### src/rtl/id_ex_stage.sv
// id_ex_stage: decode-to-ALU pipeline register with a 2-entry skid buffer (M drives out_*, S absorbs overflow).
// Optional writeback-to-operand forwarding on held entries when ID_EX_FWD_EN is defined.
module id_ex_stage #(
    parameter int DATA_W = 32,
    parameter int ADDR_W = 5,
    parameter int CTRL_W = 4
) (
    input  logic              clk,
    input  logic              rst,
    input  logic              flush,
    input  logic              in_valid,
    output logic              in_ready,
    input  logic [DATA_W-1:0] in_op1,
    input  logic [DATA_W-1:0] in_op2,
    input  logic [CTRL_W-1:0] in_alu_ctrl,
    input  logic              in_sub,
    input  logic              in_sign,
    input  logic [ADDR_W-1:0] in_rd,
    input  logic              in_we,
    input  logic [DATA_W-1:0] in_pc,
`ifdef ID_EX_FWD_EN
    input  logic [ADDR_W-1:0] in_rs1,
    input  logic [ADDR_W-1:0] in_rs2,
    input  logic              in_use_rs1,
    input  logic              in_use_rs2,
    input  logic              wb_we,
    input  logic [ADDR_W-1:0] wb_rd,
    input  logic [DATA_W-1:0] wb_data,
`endif
    output logic              out_valid,
    input  logic              out_ready,
    output logic [DATA_W-1:0] out_op1,
    output logic [DATA_W-1:0] out_op2,
    output logic [CTRL_W-1:0] out_alu_ctrl,
    output logic              out_sub,
    output logic              out_sign,
    output logic [ADDR_W-1:0] out_rd,
    output logic              out_we,
    output logic [DATA_W-1:0] out_pc
);

    typedef struct packed {
        logic [DATA_W-1:0] op1;
        logic [DATA_W-1:0] op2;
        logic [CTRL_W-1:0] alu_ctrl;
        logic              sub;
        logic              sign;
        logic [ADDR_W-1:0] rd;
        logic              we;
        logic [DATA_W-1:0] pc;
`ifdef ID_EX_FWD_EN
        logic [ADDR_W-1:0] rs1;
        logic [ADDR_W-1:0] rs2;
        logic              use_rs1;
        logic              use_rs2;
`endif
    } entry_t;

    entry_t m_q;
    entry_t s_q;
    logic   m_v;
    logic   s_v;

    entry_t in_e;
    entry_t m_fwd;
    entry_t s_fwd;
    logic   acc;
    logic   iss;

`ifdef ID_EX_FWD_EN
    function automatic entry_t apply_fwd(input entry_t e, input logic we,
                                         input logic [ADDR_W-1:0] rd,
                                         input logic [DATA_W-1:0] data);
        entry_t r;
        r = e;
        if (we && (rd != '0)) begin
            if (e.use_rs1 && (e.rs1 == rd)) r.op1 = data;
            if (e.use_rs2 && (e.rs2 == rd)) r.op2 = data;
        end
        return r;
    endfunction
`endif

    always_comb begin
        in_e          = '0;
        in_e.op1      = in_op1;
        in_e.op2      = in_op2;
        in_e.alu_ctrl = in_alu_ctrl;
        in_e.sub      = in_sub;
        in_e.sign     = in_sign;
        in_e.rd       = in_rd;
        in_e.we       = in_we;
        in_e.pc       = in_pc;
        m_fwd         = m_q;
        s_fwd         = s_q;
`ifdef ID_EX_FWD_EN
        in_e.rs1      = in_rs1;
        in_e.rs2      = in_rs2;
        in_e.use_rs1  = in_use_rs1;
        in_e.use_rs2  = in_use_rs2;
        // Every path into M or S sees the current writeback value.
        in_e          = apply_fwd(in_e, wb_we, wb_rd, wb_data);
        m_fwd         = apply_fwd(m_q, wb_we, wb_rd, wb_data);
        s_fwd         = apply_fwd(s_q, wb_we, wb_rd, wb_data);
`endif
    end

    // in_ready depends only on the S valid flop, so out_ready never reaches decode.
    assign in_ready = ~s_v;
    assign acc      = in_valid & in_ready;
    assign iss      = m_v & out_ready;

    always_ff @(posedge clk) begin
        if (rst) begin
            m_v <= 1'b0;
            s_v <= 1'b0;
            m_q <= '0;
            s_q <= '0;
        end else if (flush) begin
            m_v <= 1'b0;
            s_v <= 1'b0;
        end else if (!m_v || iss) begin
            if (s_v) begin
                m_q <= s_fwd;
                m_v <= 1'b1;
                s_v <= 1'b0;
            end else begin
                m_v <= acc;
                if (acc) m_q <= in_e;
            end
        end else begin
            m_q <= m_fwd;
            if (acc) begin
                s_q <= in_e;
                s_v <= 1'b1;
            end else begin
                s_q <= s_fwd;
            end
        end
    end

    assign out_valid    = m_v;
    assign out_op1      = m_q.op1;
    assign out_op2      = m_q.op2;
    assign out_alu_ctrl = m_q.alu_ctrl;
    assign out_sub      = m_q.sub;
    assign out_sign     = m_q.sign;
    assign out_rd       = m_q.rd;
    assign out_we       = m_q.we;
    assign out_pc       = m_q.pc;

endmodule

### config.mk
export PLATFORM = sky130hd
export DESIGN_NAME = id_ex_stage
export DESIGN_NICKNAME = d
export VERILOG_FILES = /design/src/rtl/id_ex_stage.sv
export SDC_FILE = /design/constraint.sdc
export NUM_CORES = 1
export LEC_CHECK = 0
export BUFFER_PORTS_ARGS = -buffer_cell sky130_fd_sc_hd__buf_2
export CAP_MARGIN = 20
export CORE_AREA = 3 3 140 142
export DETAILED_ROUTE_END_ITERATION = 8
export DIE_AREA = 0 0 143 145
export GPL_ROUTABILITY_DRIVEN = 0
export GPL_TIMING_DRIVEN = 0
export PLACE_DENSITY = 0.78
export SLEW_MARGIN = 20
export SYNTH_ARGS = -nofsm -noshare
export SYNTH_HDL_FRONTEND = slang
export SYNTH_SLANG_ARGS = --single-unit
### constraint.sdc
create_clock -name clk -period 1.66 [get_ports clk]
set_input_delay 0.083 -clock clk [delete_from_list [all_inputs] [get_ports clk]]
set_output_delay 0.083 -clock clk [all_outputs]
set_load 0.005 [all_outputs]
==> impl_metrics.yaml, run 1 <==
critical_path:
  arrival_ns: 2.00
  rrSetupSlack_ns: 0.06
  crit_type: "reg -> reg"
  r2r_cells: 6
  cp-start-kind: "flip-flop"
  crit_path_max_fanout: 10
  critPathCaptureType: "flip-flop"
  reg2reg_from: "s_v"
  r2r_end: "out_op2[4]"
  required_ns: 2.06
synth:
  synth_seq_area_share_pct: 44.3
  yosys_warnings: 0
  synth-seq-cells: 218
  ys_types: 16
  syn_inst: 971
  syn_avg_cell_area_sq_um: 10.1
  yosysTopAreaCell: "dfxtp_1"
  synth_top_area_share_pct: 44.3
  synth.area.top_cells: "dfxtp_1 (44%), mux2i_1 (22%), nand2b_1 (14%)"
  synthesis.nets: 1084
  post_synth_instance_area_sq_um: 9840
layout:
  fill_cells: 1378
  nNetsFinal: 1450
  layout-drive-gt1-share_pct: 26.4
  area_growth_pct: 35.1
  stdcell_count: 1587
sta:
  post-route-period-util_pct: 96.6
  setup_violations: 0
  hold_viol: 0
  timing.hold.ws_ns: 0.373
  slew_headroom_pct: 47.1
  slew_viol_final: 0
  tightest_slew_ns: 0.794
  fin_crit_ns: 1.60
  skew_ns: 0.00777
  timing.final.ws_setup_ns: 0.0563
  clock.fmax_mhz: 624
routing:
  met3_wirelength_um: 1900
  drt_iter0_drc: 333
  wl_met1_um: 12100
  top_layer_used: "met4"
  ant_nets: 0
  wl_met2_um: 13400
  routed_wl_um: 27900
  vias_per_cell: 5.37
  drc: 0
  vias: 8527
  drtPass1Iterations: 5
  wire_per_inst_um: 17.6
grt:
  grt_max_degree: 15
  grt_pass1_wl_um: 44100
  grt-ovfl-total: 0
  antenna_found_initial: 3
  grt_use_total_pct: 25.6
  grt_pass1_vias: 8654
min_path:
  whs_endpoint: "s_fwd[78]"
  hold_class: "in -> reg"
  hold-path-cell-count: 4
  hold_start: "rst"
floorplanning:
  pin_count: 223
  num_rows: 50
  die_w_um: 143
  die_h_um: 145
  dieArea_sq_um: 20700
  start_util_pct: 53.0
  core_area_sq_um: 18600
clock_network:
  cts_tree: "built"
  cts.htree.levels: 1
  clockBufferDepth: 3
  cts_made_buffers: 23
  cts_num_sinks: 218
  cts-root-buf: "clkbuf_16"
  path_clk_slew_ns: 0.06
  clk_latency_ns: 0.50
job:
  cap_violations: 0
placed_design:
  port_buffers: 221
  place_inst: 1426
  pre_cts_slack_ns: -0.371
  dp_hpwl_um: 17800
power_and_ir_drop:
  cellPowerDensity_nw_per_um2: 895
  leakage_nw: 5.07
  vdd_drop_max_mv: 0.923
run_status:
  status: "finished, final reports clean"
final cells by class:
| type | instances | area, sq um | share of cell area, % |
|---|---|---|---|
| clock inverters | 6 | 30.0 | 0.226 |
| multi-input cells | 655 | 5050 | 38.0 |
| clock buffers | 32 | 659 | 4.96 |
| plain buffers | 95 | 582 | 4.38 |
| flip-flops and latches | 218 | 4370 | 32.8 |
| diodes | 3 | 7.51 | 0.0565 |
| inverters | 1 | 3.75 | 0.0282 |
| repair buffers | 343 | 2300 | 17.3 |
| well taps | 234 | 293 | 2.20 |
power breakdown:
| group | internal [mW] | switching, mW |
|---|---|---|
| Clock | 2.75 | 2.06 |
| Combinational | 0.793 | 0.741 |
| Sequential | 5.44 | 0.120 |
| Total | 8.98 | 2.92 |
cell usage after synthesis:
cell type,count
dfxtp_1,218
nand2b_1,217
mux2i_1,216
a21oi_1,108
a211oi_1,89
clkbuf_1,55
buf_2,33
a211oi_2,20
buf_6,6
buf_4,3
and2_1,1
inv_1,1
nor2_1,1
nor4_1,1
nor4b_1,1
o21ba_1,1
kinds of logic after synthesis:
logic type	after synthesis	synth area share, %
DFF	218	44.3
buffers and inverters	98	4.73
and+or+nand+nor	221	14.0
muxes	216	22.0
AOI/OAI and AO/OA	218	14.9
per-layer routing:
layer	global-route usage, %	up-vias
met5	0	-
met4	7.37	0
met3	5.44	45
met2	41.9	275
met1	33.9	4041
li1	-	4166
placed cells by master, fill, tap and decap left out, drive strengths merged:
cell type,netlist,final
a211oi,109,109
a21oi,108,108
and2,1,1
buf,42,273
clkbuf,55,87
clkinv,0,6
dfxtp,218,218
diode,0,3
dlygate4sd3,0,110
inv,1,1
mux2i,216,216
nand2b,217,217
nor2,1,1
nor4,1,1
nor4b,1,1
o21ba,1,1
sequential cells by signal (all words and copies together), names as in the netlist:
name,count
out_op2,32
s_fwd,108
out_rd,5
out_sign,1
out_alu_ctrl,4
out_valid,1
s_v,1
out_pc,32
out_sub,1
out_we,1
out_op1,32
stage by stage:
step            TNS, ns  area (sq um)  utilization (%)  total power, mW
3_5_place_dp     -36.62         11200             60.5             6.93
6_report              0         13300             71.6             11.9
2_1_floorplan         0          9840                -             6.37
5_1_grt        -0.00792         13300             71.6             12.3
4_1_cts               0         13100             70.5             11.9
3_3_place_gp     -36.09         11200             60.5             6.91
worst max-delay path, cell delays in order (launching register included):
cell	delay (ns)
dfxtp_2	0.34
o21ba_4	0.23
buf_6	0.14
and2_4	0.17
buf_2	0.18
buf_2	0.21
a211oi_1	0.24
what timing repair did:
item                                   CTS  global route
pin swaps                                0             1
cloned                                   0             2
endpoints found under the hold margin  214             0
gates resized for setup                 24            46
setup endpoints to repair              209           175
setup buffers                            2             8
hold buffers                           110             0
worst max path at each step:
stage,start,endpoint,slack [ns]
after floorplan,s_v,out_op1[10],0.17
after global placement,rst,out_rd[0],-0.39
after detailed placement,rst,out_rd[0],-0.37
after CTS,out_valid,s_fwd[49],0.006
after global routing,out_valid,s_fwd[104],-0.008
final,s_v,out_op2[4],0.06
(Power assumes the default switching activity.)
==> run 2: changes to the inputs <==
Settings changed: CORE_AREA 3 3 140 142 to 3 3 159 161, DIE_AREA 0 0 143 145 to 0 0 162 164, PLACE_DENSITY 0.78 to not set.
Clock period 1.66 ns to 1.5 ns, I/O delays scaled along.
==> run 2 against run 1 <==
  * The flow now finishes with violations (negative setup slack)
  * Via count decreased by 1.2%
  * Global-route usage decreased by 4.2 points
  * Utilization decreased by 13 points
  * Critical endpoint is now s_fwd[67]
  * Largest power group unchanged
==> impl_metrics.yaml, run 2 (synthesized netlist as in run 1, its figures left out) <==
grt:
  grt_pass1_wl_um: 46200
  grt_pass1_vias: 8559
  grt_use_total_pct: 21.4
  grt_max_degree: 14
  grt-ovfl-total: 0
  antenna_found_initial: 0
floorplanning:
  dieArea_sq_um: 26600
  die_w_um: 162
  die_h_um: 164
  core_area_sq_um: 24100
  pin_count: 223
  start_util_pct: 40.8
  num_rows: 57
routing:
  wire_per_inst_um: 17.4
  ant_nets: 0
  vias: 8424
  vias_per_cell: 4.99
  routed_wl_um: 29400
  drc: 0
  drt_iter0_drc: 346
  drtPass1Iterations: 4
clock_network:
  cts_tree: "built"
  clockBufferDepth: 3
  cts_made_buffers: 25
  clk_latency_ns: 0.51
  cts.htree.levels: 1
  cts_num_sinks: 218
  cts-root-buf: "clkbuf_16"
  path_clk_slew_ns: 0.06
sta:
  hold_viol: 0
  skew_ns: 0.0142
  fin_crit_ns: 1.51
  tightest_slew_ns: 0.797
  slew_headroom_pct: 46.9
  post-route-period-util_pct: 101
  setup_violations: 3
  timing.final.ws_setup_ns: -0.0122
  rsz0062_at_grt: "yes"
  slew_viol_final: 0
  clock.fmax_mhz: 661
  timing.hold.ws_ns: 0.273
  tns_ns: -0.0235
critical_path:
  r2r_cells: 6
  r2r_end: "s_fwd[67]"
  rrSetupSlack_ns: -0.01
  reg2reg_from: "s_v"
  critPathCaptureType: "flip-flop"
  crit_type: "reg -> reg"
  crit_path_max_fanout: 10
  arrival_ns: 1.95
  cp-start-kind: "flip-flop"
  required_ns: 1.93
run_status:
  violations: "negative setup slack"
  status: "finished with violations"
power_and_ir_drop:
  power_mw: 14.0
  cellPowerDensity_nw_per_um2: 999
  vdd_drop_max_mv: 0.735
  leakage_nw: 5.29
layout:
  antenna_cells: 0
  nNetsFinal: 1461
  area_growth_pct: 42.8
  final_cell_mix: "buf_2 (243), nand2b_1 (216), dfxtp_1 (216)"
  layout-drive-gt1-share_pct: 28.9
  layout_commonest_cell: "buf_2"
  largest_register_ffs: 108
  fin_util_pct: 58.3
placed_design:
  port_buffers: 221
  dp_hpwl_um: 18700
min_path:
  hold_start: "in_valid"
  hold-path-cell-count: 5
  hold_class: "in -> reg"
  whs_endpoint: "s_fwd[78]"
job:
  cap_violations: 0
-- run 2: cell type report --
| class | count | area [sq um] |
|---|---|---|
| tap | 324 | 405 |
| clock inverter | 4 | 55.1 |
| sequential | 218 | 4370 |
| multi-input combinational | 655 | 5160 |
| fill | 2097 | 10000 |
| buffer | 94 | 719 |
| inverter | 1 | 3.75 |
| timing repair buffer | 353 | 2570 |
| clock buffer | 40 | 772 |
-- run 2: worst max path at each step --
stage	startpoint	to	slack (ns)	cells past startpoint
finish	s_v	s_fwd[67]	-0.01	6
global route	out_valid	s_fwd[54]	-0.09	6
CTS	s_v	out_op1[2]	-0.02	7
detailed placement	rst	out_pc[27]	-0.65	5
global placement	rst	out_pc[28]	-0.67	5
floorplan	s_v	out_op1[10]	0.01	8
-- run 2: metal layers --
metal	wire length (um)	track usage (%)	part of all wire [%]	vias to the layer above
met5	0	0	0	-
met4	535	4.65	1.8	0
met1	13700	29.3	47	3985
met2	13500	35.4	46	219
li1	-	-	-	4188
met3	1630	3.83	5.5	32
-- run 2: worst max-delay path: stages, from the launching register on --
cell and delay, ns:
dfxtp_4 0.36, buf_4 0.14, nor4b_4 0.24, buf_4 0.18, buf_12 0.15, buf_12 0.15
mux2i_1 0.20
-- run 2: timing repair --
item | CTS | global route
hold buffers | 110 | 0
pin swaps | 5 | 1
setup endpoints to repair | 219 | 195
setup buffers | 12 | 0
gates resized for setup | 119 | 31
hold endpoints to repair | 218 | 0
cloned | 5 | 6
-- run 2: stage by stage --
stage / area [sq um] / setup slack, ns / cells
floorplan: 9840 / 0.0148 / 971
global placement: 11400 / -0.674 / 1516
detailed placement: 11400 / -0.646 / 1516
CTS: 13800 / -0.0168 / 1685
global route: 14100 / -0.0944 / 1689
finish: 14100 / -0.0122 / 1689
-- run 2: power breakdown --
group	internal, mW	leakage [nW]	switching (mW)
clock	3.68	0.403	2.41
sequential	6.02	1.78	0.132
combinational	0.948	3.11	0.852
total	10.6	5.29	3.39
